==> src/rtl/grt_access_arbiter.sv <==
// Serialises alloc and dealloc operations into the global resource table, one at a time.
// Dealloc requests are buffered in a small FWFT FIFO; alloc vs dealloc is arbitrated round-robin.
module grt_access_arbiter #(
  parameter int unsigned CU_ID_WIDTH             = 3,
  parameter int unsigned WG_ID_WIDTH             = 10,
  parameter int unsigned DEALLOC_FIFO_DEPTH      = 4,
  parameter int unsigned DEALLOC_FIFO_ADDR_WIDTH = 2
) (
  input  logic                   clk,
  input  logic                   rst,
  input  logic                   alloc_req_valid,
  input  logic [WG_ID_WIDTH-1:0] alloc_req_wg_id,
  output logic                   alloc_req_ack,
  input  logic                   dealloc_req_valid,
  input  logic [CU_ID_WIDTH-1:0] dealloc_req_cu_id,
  input  logic [WG_ID_WIDTH-1:0] dealloc_req_wg_id,
  output logic                   dealloc_req_ready,
  output logic                   dealloc_done,
  output logic [WG_ID_WIDTH-1:0] dealloc_done_wg_id,
  output logic                   grt_alloc_valid,
  output logic                   grt_dealloc_valid,
  output logic [CU_ID_WIDTH-1:0] grt_dealloc_cu_id,
  output logic [WG_ID_WIDTH-1:0] grt_dealloc_wg_id,
  input  logic                   grt_wg_alloc_done,
  input  logic [WG_ID_WIDTH-1:0] grt_wg_alloc_wgid,
  input  logic                   grt_wg_dealloc_done,
  input  logic [WG_ID_WIDTH-1:0] grt_wg_dealloc_wgid,
  output logic                   busy,
  output logic                   err_unexpected_done
);

  localparam int unsigned AW = DEALLOC_FIFO_ADDR_WIDTH;
  localparam logic [AW:0]   CountFull = (AW + 1)'(DEALLOC_FIFO_DEPTH);
  localparam logic [AW:0]   CountOne  = (AW + 1)'(1);
  localparam logic [AW-1:0] PtrLast   = AW'(DEALLOC_FIFO_DEPTH - 1);
  localparam logic [AW-1:0] PtrOne    = AW'(1);

  typedef enum logic [1:0] {
    StIdle,
    StAllocWait,
    StDeallocWait
  } state_e;

  state_e state_q, state_d;

  // FIFO storage and bookkeeping
  logic [CU_ID_WIDTH-1:0] fifo_cu_q [DEALLOC_FIFO_DEPTH];
  logic [WG_ID_WIDTH-1:0] fifo_wg_q [DEALLOC_FIFO_DEPTH];
  logic [AW-1:0]          wr_ptr_q, rd_ptr_q;
  logic [AW:0]            count_q, count_d;
  logic                   fifo_empty;
  logic                   push, pop;

  // Arbitration and operation tracking
  logic                   last_dealloc_q, last_dealloc_d;
  logic [WG_ID_WIDTH-1:0] alloc_wg_q;
  logic                   alloc_elig;
  logic                   grant_alloc, grant_dealloc;
  logic                   ack_q, ack_d;
  logic                   done_q, done_d;
  logic [WG_ID_WIDTH-1:0] done_wg_q;
  logic                   galloc_q, gdealloc_q;
  logic [CU_ID_WIDTH-1:0] gcu_q;
  logic [WG_ID_WIDTH-1:0] gwg_q;
  logic                   ready_q;
  logic                   busy_q;
  logic                   err_q, err_d;

  assign fifo_empty = (count_q == '0);
  assign push       = dealloc_req_valid && ready_q;
  assign pop        = grant_dealloc;
  // An alloc is masked during its own ack cycle so the held request is not granted twice.
  assign alloc_elig = alloc_req_valid && !ack_q;

  always_comb begin
    count_d = count_q;
    if (push && !pop) begin
      count_d = count_q + CountOne;
    end else if (!push && pop) begin
      count_d = count_q - CountOne;
    end
  end

  always_comb begin
    state_d        = state_q;
    last_dealloc_d = last_dealloc_q;
    grant_alloc    = 1'b0;
    grant_dealloc  = 1'b0;
    ack_d          = 1'b0;
    done_d         = 1'b0;
    err_d          = err_q;
    unique case (state_q)
      StIdle: begin
        if (grt_wg_alloc_done || grt_wg_dealloc_done) begin
          err_d = 1'b1;
        end
        // On a tie the side that did not win last time gets the grant.
        if (alloc_elig && (fifo_empty || last_dealloc_q)) begin
          grant_alloc    = 1'b1;
          last_dealloc_d = 1'b0;
          state_d        = StAllocWait;
        end else if (!fifo_empty) begin
          grant_dealloc  = 1'b1;
          last_dealloc_d = 1'b1;
          state_d        = StDeallocWait;
        end
      end
      StAllocWait: begin
        if (grt_wg_alloc_done && (grt_wg_alloc_wgid == alloc_wg_q)) begin
          ack_d   = 1'b1;
          state_d = StIdle;
        end else if (grt_wg_alloc_done) begin
          err_d = 1'b1;
        end
        if (grt_wg_dealloc_done) begin
          err_d = 1'b1;
        end
      end
      StDeallocWait: begin
        if (grt_wg_dealloc_done && (grt_wg_dealloc_wgid == gwg_q)) begin
          done_d  = 1'b1;
          state_d = StIdle;
        end else if (grt_wg_dealloc_done) begin
          err_d = 1'b1;
        end
        if (grt_wg_alloc_done) begin
          err_d = 1'b1;
        end
      end
      default: begin
        state_d = StIdle;
      end
    endcase
  end

  // Payload storage needs no reset; validity is tracked by count_q.
  always_ff @(posedge clk) begin
    if (push) begin
      fifo_cu_q[wr_ptr_q] <= dealloc_req_cu_id;
      fifo_wg_q[wr_ptr_q] <= dealloc_req_wg_id;
    end
  end

  always_ff @(posedge clk) begin
    if (rst) begin
      state_q        <= StIdle;
      wr_ptr_q       <= '0;
      rd_ptr_q       <= '0;
      count_q        <= '0;
      last_dealloc_q <= 1'b1;
      alloc_wg_q     <= '0;
      ack_q          <= 1'b0;
      done_q         <= 1'b0;
      done_wg_q      <= '0;
      galloc_q       <= 1'b0;
      gdealloc_q     <= 1'b0;
      gcu_q          <= '0;
      gwg_q          <= '0;
      ready_q        <= 1'b0;
      busy_q         <= 1'b0;
      err_q          <= 1'b0;
    end else begin
      state_q        <= state_d;
      count_q        <= count_d;
      last_dealloc_q <= last_dealloc_d;
      ack_q          <= ack_d;
      done_q         <= done_d;
      galloc_q       <= grant_alloc;
      gdealloc_q     <= grant_dealloc;
      ready_q        <= (count_d != CountFull);
      busy_q         <= (state_d != StIdle);
      err_q          <= err_d;
      if (push) begin
        wr_ptr_q <= (wr_ptr_q == PtrLast) ? '0 : wr_ptr_q + PtrOne;
      end
      if (pop) begin
        rd_ptr_q <= (rd_ptr_q == PtrLast) ? '0 : rd_ptr_q + PtrOne;
        gcu_q    <= fifo_cu_q[rd_ptr_q];
        gwg_q    <= fifo_wg_q[rd_ptr_q];
      end
      if (grant_alloc) begin
        alloc_wg_q <= alloc_req_wg_id;
      end
      if (done_d) begin
        done_wg_q <= gwg_q;
      end
    end
  end

  assign alloc_req_ack       = ack_q;
  assign dealloc_req_ready   = ready_q;
  assign dealloc_done        = done_q;
  assign dealloc_done_wg_id  = done_wg_q;
  assign grt_alloc_valid     = galloc_q;
  assign grt_dealloc_valid   = gdealloc_q;
  assign grt_dealloc_cu_id   = gcu_q;
  assign grt_dealloc_wg_id   = gwg_q;
  assign busy                = busy_q;
  assign err_unexpected_done = err_q;

endmodule

==> config.mk <==
export PLATFORM = sky130hd
export DESIGN_NAME = grt_access_arbiter
export DESIGN_NICKNAME = d
export VERILOG_FILES = /design/src/rtl/grt_access_arbiter.sv
export SDC_FILE = /design/constraint.sdc
export NUM_CORES = 1
export LEC_CHECK = 0
export ABC_AREA = 1
export ABC_CLOCK_PERIOD_IN_PS = 4500
export BUFFER_PORTS_ARGS = -buffer_cell sky130_fd_sc_hd__clkbuf_2
export CAP_MARGIN = 40
export CORE_ASPECT_RATIO = 0.8
export CORE_MARGIN = 10
export CORE_UTILIZATION = 45
export CTS_CLUSTER_DIAMETER = 50
export DETAILED_ROUTE_END_ITERATION = 16
export PLACE_DENSITY_LB_ADDON = 0.15
export SYNTH_ARGS = -nofsm -noshare
export SYNTH_HDL_FRONTEND = slang
export SYNTH_SLANG_ARGS = --single-unit
==> constraint.sdc <==
create_clock -name clk -period 4.5 [get_ports clk]
set_input_delay 0.225 -clock clk [delete_from_list [all_inputs] [get_ports clk]]
set_output_delay 0.225 -clock clk [all_outputs]
set_load 0.005 [all_outputs]
* Yosys cells after proc, flatten, opt, wreduce, memory -nomap -nowiden *
Memories as Yosys holds them, arrays and structs flattened. A register that Yosys moved wholly into a read port is not among the register bits.
Index checks and enable logic that the tools add are counted.

word-level totals
  memories = 2
  bits in registers = 37
  memory bits (writable) = 52
  input bits = 49
  logic and storage cells = 82
  output and inout port bits = 30

memory list
  memory     depth  bits a word  read ports  clocked after memory_dff  write ports  line  text
  fifo_wg_q  4      10           1           1                         1            48    logic [WG_ID_WIDTH-1:0] fifo_wg_q [DEALLOC_FIFO_DEPTH];
  fifo_cu_q  4      3            1           1                         1            47    logic [CU_ID_WIDTH-1:0] fifo_cu_q [DEALLOC_FIFO_DEPTH];

cells by class
  muxes and demuxes = 29
  equal/unequal tests = 13
  $add $sub $neg = 4
  bitwise gates (word level) = 1
  reduce and logical (&&, ||, !) cells = 19

operators by type and width
  cell                                                   count
  equality test 10 bit                                   2
  two-way mux 1 bit                                      19
  inequality test 3 bit, second input constant           5
  two-way mux 2 bit                                      6
  logical AND 1 bit                                      7
  equality test 2 bit, second input constant             3
  two-way mux 3 bit                                      2
  case mux 2 bit (3 select lines)                        1
  AND reduction 6 bit                                    1
  adder 2 x 1 -> 2 bit, second input constant            2
  adder 3 x 1 -> 3 bit, second input constant            1
  logical NOT 1 bit                                      3
  logical NOT 3 bit                                      1
  case mux 1 bit (3 select lines)                        1
  nonzero test 3 bit                                     1
  subtractor 3 x 1 -> 3 bit, second input constant       1
  equality test 2 x 1 -> 1 bit, second input constant    1
  logical NOT 2 bit                                      1
  logical OR 1 bit                                       2
  inequality test 2 x 1 -> 1 bit, second input constant  1
  inequality test 2 bit, second input constant           1
  AND reduction 2 bit                                    1
  nonzero test 2 bit                                     1
  OR reduction 2 bit                                     1
  inverter 1 bit                                         1

* Logic depth before layout (Yosys ltp) *
  word-level depth = 9
  gate-level depth with buffers = 12
  gate-level depth less buffers = 12

* Worst setup path before layout *
Ideal clock, no wire load.

  path type = register to register
  start = register wr_ptr_q[0]
  end = memory fifo_cu_q[2][0] (enable)
  arrival = 1.169 ns
  cell stages (with the launch flop) = 5
  slack = 2.949 ns
  clock period less this slack = 1.551 ns
  cell sequence = dfxtp_1 inv_1 ha_1 inv_1 nor2_1

RTL lines
  element                 line  text
  start, declared         49    logic [AW-1:0] wr_ptr_q, rd_ptr_q;
  start signal, assigned  174   wr_ptr_q <= (wr_ptr_q == PtrLast) ? '0 : wr_ptr_q + PtrOne;
  end, declared           47

No word-level cell before the write port.

* Worst setup path after layout *
  start = register gwg_q[4] (netlist: grt_dealloc_wg_id[4]) (read register of fifo_wg_q)
  end = register done_wg_q[4] (netlist: dealloc_done_wg_id[4])

on the way
  longest elaborated chain between the ends = 4

ends and longest elaborated chain
  element               line  text
  start, declared       64    logic [WG_ID_WIDTH-1:0] gwg_q;
  equality test 10 bit  120   if (grt_wg_dealloc_done && (grt_wg_dealloc_wgid == gwg_q)) begin
  logical AND 1 bit     120
  two-way mux 1 bit     120
  two-way mux 1 bit     92    unique case (state_q)
  end signal, assigned  185   done_wg_q <= gwg_q;
  end, declared         61    logic [WG_ID_WIDTH-1:0] done_wg_q;

Several ways; a longest one is shown, not always the timed one.
A chain may end at the register's enable or synchronous reset.

==> results.cfg <==
[run_status]
outcome = finished clean

[timing]
tns_ns = 0
share_of_the_cycle_needed_by_the_critical_path_after_routing_pct = 38.1
postLayoutSetupSlackWorst_ns = 2.79
rsz_0062_raised_after_global_routing = no
worst_slew_margin_rel_pct = 52.1
drv_slew = 0
worst-slew-pin-transition_ns = 0.718
setup_viol_count_final = 0
finalHoldViolations = 0
final.setup_skew_ns = 0.00401
min_cycle_time_layout_ns = 1.71
fmax_ghz = 0.584

[synthesis]
synth_commonest_cells = 55 x sky130_fd_sc_hd__inv_1, 53 x sky130_fd_sc_hd__nand2_1, 52 x sky130_fd_sc_hd__edfxtp_1, 52 x sky130_fd_sc_hd__nor2_1, 50 x sky130_fd_sc_hd__dfxtp_1
summed_instance_area_of_the_synthesized_netlist_um2 = 4330
yosysWarnings = 0
synth_fp_nets = 500
share_of_synthesized_flip_flops_with_an_asynchronous_set_or_reset_pct = 0
count_leader_synth = sky130_fd_sc_hd__inv_1
synth_cells = 443
dominantRegCellSynth = sky130_fd_sc_hd__edfxtp_1
post_synth_main_area_contributors = sky130_fd_sc_hd__edfxtp_1 36%, sky130_fd_sc_hd__dfxtp_1 23%, sky130_fd_sc_hd__o21ai_0 4.9%, sky130_fd_sc_hd__inv_1 4.8%, sky130_fd_sc_hd__nand2_1 4.6%
post-synth-top-area-cell = sky130_fd_sc_hd__edfxtp_1
synth_edf_count = 52
synth-seq-area-share_pct = 59.2
flip_flop_and_latch_count_after_synthesis = 102
avgSynthCellArea_um2 = 9.78
yosys.area.top_type_share_pct = 36.1
yosys.cell_types.count = 38

[power]
seq_power_share_pct = 42.7
power_switching_uw = 943
ir_worst_vdd_uv = 277
combPwrFrac_pct = 28.8
leakage_nw = 2.19
pwr-share-clk_pct = 28.5
cellInternalPower_mw = 1.95
power-per-cell-area_nw_per_um2 = 563
switching_share_pct = 32.6

[floorplan]
floorplan.io_pins = 79
fp.dieArea_um2 = 14000
chipWidth_um = 130
initial_utilization_pct = 46.9
die_extent_in_y_um = 108
rows = 31
coreArea_um2 = 9230

[clocking]
clk_pin_slew_ns = 0.06
ctsResizeCount = 0
worst_skew_pair.late_latency_ns = 0.33
clock_tree.root_cell = sky130_fd_sc_hd__clkbuf_16
max_clock_buf_depth = 2
clock_tree.htree_level_count = 3
tritoncts.num_buffers = 9
clkSinkCount = 102
cts_post_setup_buffers_inserted = 0
cts.hold.buffers_added = 0
tritoncts = yes

[final_layout]
layout-drive-gt1-share_pct = 25.0
final_nets = 580
fillerInstances = 842
layout-area-overhead-vs-synth_pct = 18.8
total_inserted_antenna_cells = 0

[route]
drt-vias-per-instance = 4.88
route.vias.total = 3135
detail_route.drc_violations = 0
routed_wl_mm = 9.65
detailedRoute.firstIterationViolations = 293
detail_route.first_pass.iterations = 4
detail-route-antenna-nets = 0
routedWlPerCell_um = 15.0

[critical_path]
critical_path_required_ns = 4.71
critical_path_peak_fanout = 20
worstSetupEndpointType = register
r2r_start = grt_dealloc_wg_id[4]
ff2ff_setup_slack_ns = 2.79
path_class = register to register
crit-reg2reg-capture = dealloc_done_wg_id[4]
timing.critical_path.arrival_ns = 1.92
worst-r2r-cell-count = 9
setup.worst_path.start_class = register

[global_route]
grt_pass1_wl_mm = 15.8
antenna_found_initial = 0
total_track_usage_pct = 14.3
grt_start_max_net_pins = 29
grt_pass1_vias = 3236
grt_overflow_total = 0

[worst_hold_path]
hold_path_class = primary input to register
holdPathEnd = fifo_wg_q[3][0]
worst_hold_path.num_cells = 1
min_from = dealloc_req_wg_id[0]

[placement]
gp_congestion = 0.772
detailedPlace.worstSlack_ns = 2.79
port_buffers = 78
post_dp_hpwl_mm = 7.01

[flow_run]
maxCapViolCount = 0
==> final cells by class <==
class                      instances  area, um^2  area share (%)
clock buffer                      11         243            4.72
clock inverter                     5        82.6            1.61
inverter                          67         251            4.89
multi-input combinational        260        1430            27.8
sequential                       102        2560            49.8
tap                              115         144            2.80
timing repair buffer              83         428            8.32
==> worst max-delay path, cell delays in order, from the launching register on <==
cell and delay [ns]:
sky130_fd_sc_hd__dfxtp_1 0.39, sky130_fd_sc_hd__inv_2 0.06, sky130_fd_sc_hd__nand2_2 0.05, sky130_fd_sc_hd__nand2_1 0.05
sky130_fd_sc_hd__nor2_1 0.14, sky130_fd_sc_hd__nand2_1 0.10, sky130_fd_sc_hd__nor2_4 0.12, sky130_fd_sc_hd__nand3_2 0.32
sky130_fd_sc_hd__o21ai_0 0.30, sky130_fd_sc_hd__a21oi_1 0.06
==> per-layer routing <==
layer | up-vias | wire, um | GRT usage, %
met5 | - | 0 | 0
met4 | 0 | 107 | 4.57
met3 | 6 | 643 | 4.53
met2 | 70 | 4460 | 22.6
met1 | 1430 | 4440 | 18.1
li1 | 1629 | - | -
==> sequential cells by signal (all words and copies together), names as in the netlist, 2 cells and up <==
signal              flops
fifo_wg_q              40
fifo_cu_q              12
alloc_wg_q             10
dealloc_done_wg_id     10
grt_dealloc_wg_id      10
count_q                 3
grt_dealloc_cu_id       3
rd_ptr_q                2
state_q                 2
wr_ptr_q                2
==> power groups by stage <==
stage / registers (mW) / clock network (mW) / logic [mW]
floorplan: 1.24 / 0 / 0.625
global placement: 1.26 / 0 / 0.821
detailed placement: 1.26 / 0 / 0.842
CTS: 1.24 / 0.843 / 0.847
global route: 1.26 / 0.887 / 0.964
finish: 1.24 / 0.824 / 0.834
==> cell families after synthesis <==
| group | Yosys count | share of synthesized area (%) |
|---|---|---|
| AOI/OAI and AO/OA | 109 | 14.0 |
| xor gates and xnor gates | 7 | 1.42 |
| adders and majority gates | 8 | 2.31 |
| buffers and inverters | 81 | 7.77 |
| DFF | 102 | 59.2 |
| and+or+nand+nor | 136 | 15.3 |
==> placed cells by master, fill, tap and decap left out, drive strengths merged <==
| master | count |
|---|---|
| nand4 | 2 |
| ha | 8 |
| a22oi | 1 |
| dfxtp | 50 |
| nor3 | 2 |
| nand2 | 63 |
| nand3b | 1 |
| clkbuf | 89 |
| a211oi | 1 |
| nand3 | 9 |
| inv | 66 |
| nor2 | 58 |
| a21oi | 24 |
| xor2 | 4 |
| o21ai | 64 |
| buf | 5 |
| xnor2 | 3 |
| bufinv | 2 |
| edfxtp | 52 |
| a22o | 5 |
| o22ai | 14 |
| clkinv | 4 |
| or2 | 1 |
==> how the worst max path moves through the flow <==
| stage | start | endpoint | slack (ns) | cells past startpoint |
|---|---|---|---|---|
| 5_1_grt | grt_dealloc_wg_id[6] | dealloc_done_wg_id[4] | 2.51 | 9 |
| 3_3_place_gp | wr_ptr_q[0] | fifo_wg_q[0][4] | 2.64 | 4 |
| 6_report | grt_dealloc_wg_id[4] | dealloc_done_wg_id[4] | 2.79 | 9 |
| 3_5_place_dp | grt_dealloc_wg_id[6] | dealloc_done_wg_id[4] | 2.79 | 9 |
| 4_1_cts | grt_dealloc_wg_id[6] | dealloc_done_wg_id[4] | 2.77 | 9 |
| 2_1_floorplan | wr_ptr_q[0] | fifo_cu_q[2][0] | 2.95 | 4 |
==> through the flow <==
step | hold slack [ns] | util, % | power, mW | cells | cell area [um^2]
after floorplan | 0.324 | - | 1.87 | 443 | 4330
after global placement | 0.435 | 52.0 | 2.08 | 625 | 4800
after detailed placement | 0.443 | 52.2 | 2.10 | 627 | 4820
after CTS | 0.0983 | 55.7 | 2.93 | 643 | 5140
after global routing | 0.102 | 55.7 | 3.11 | 643 | 5140
final | 0.111 | 55.7 | 2.90 | 643 | 5140
Note: power is estimated with default switching activity, not from simulation.
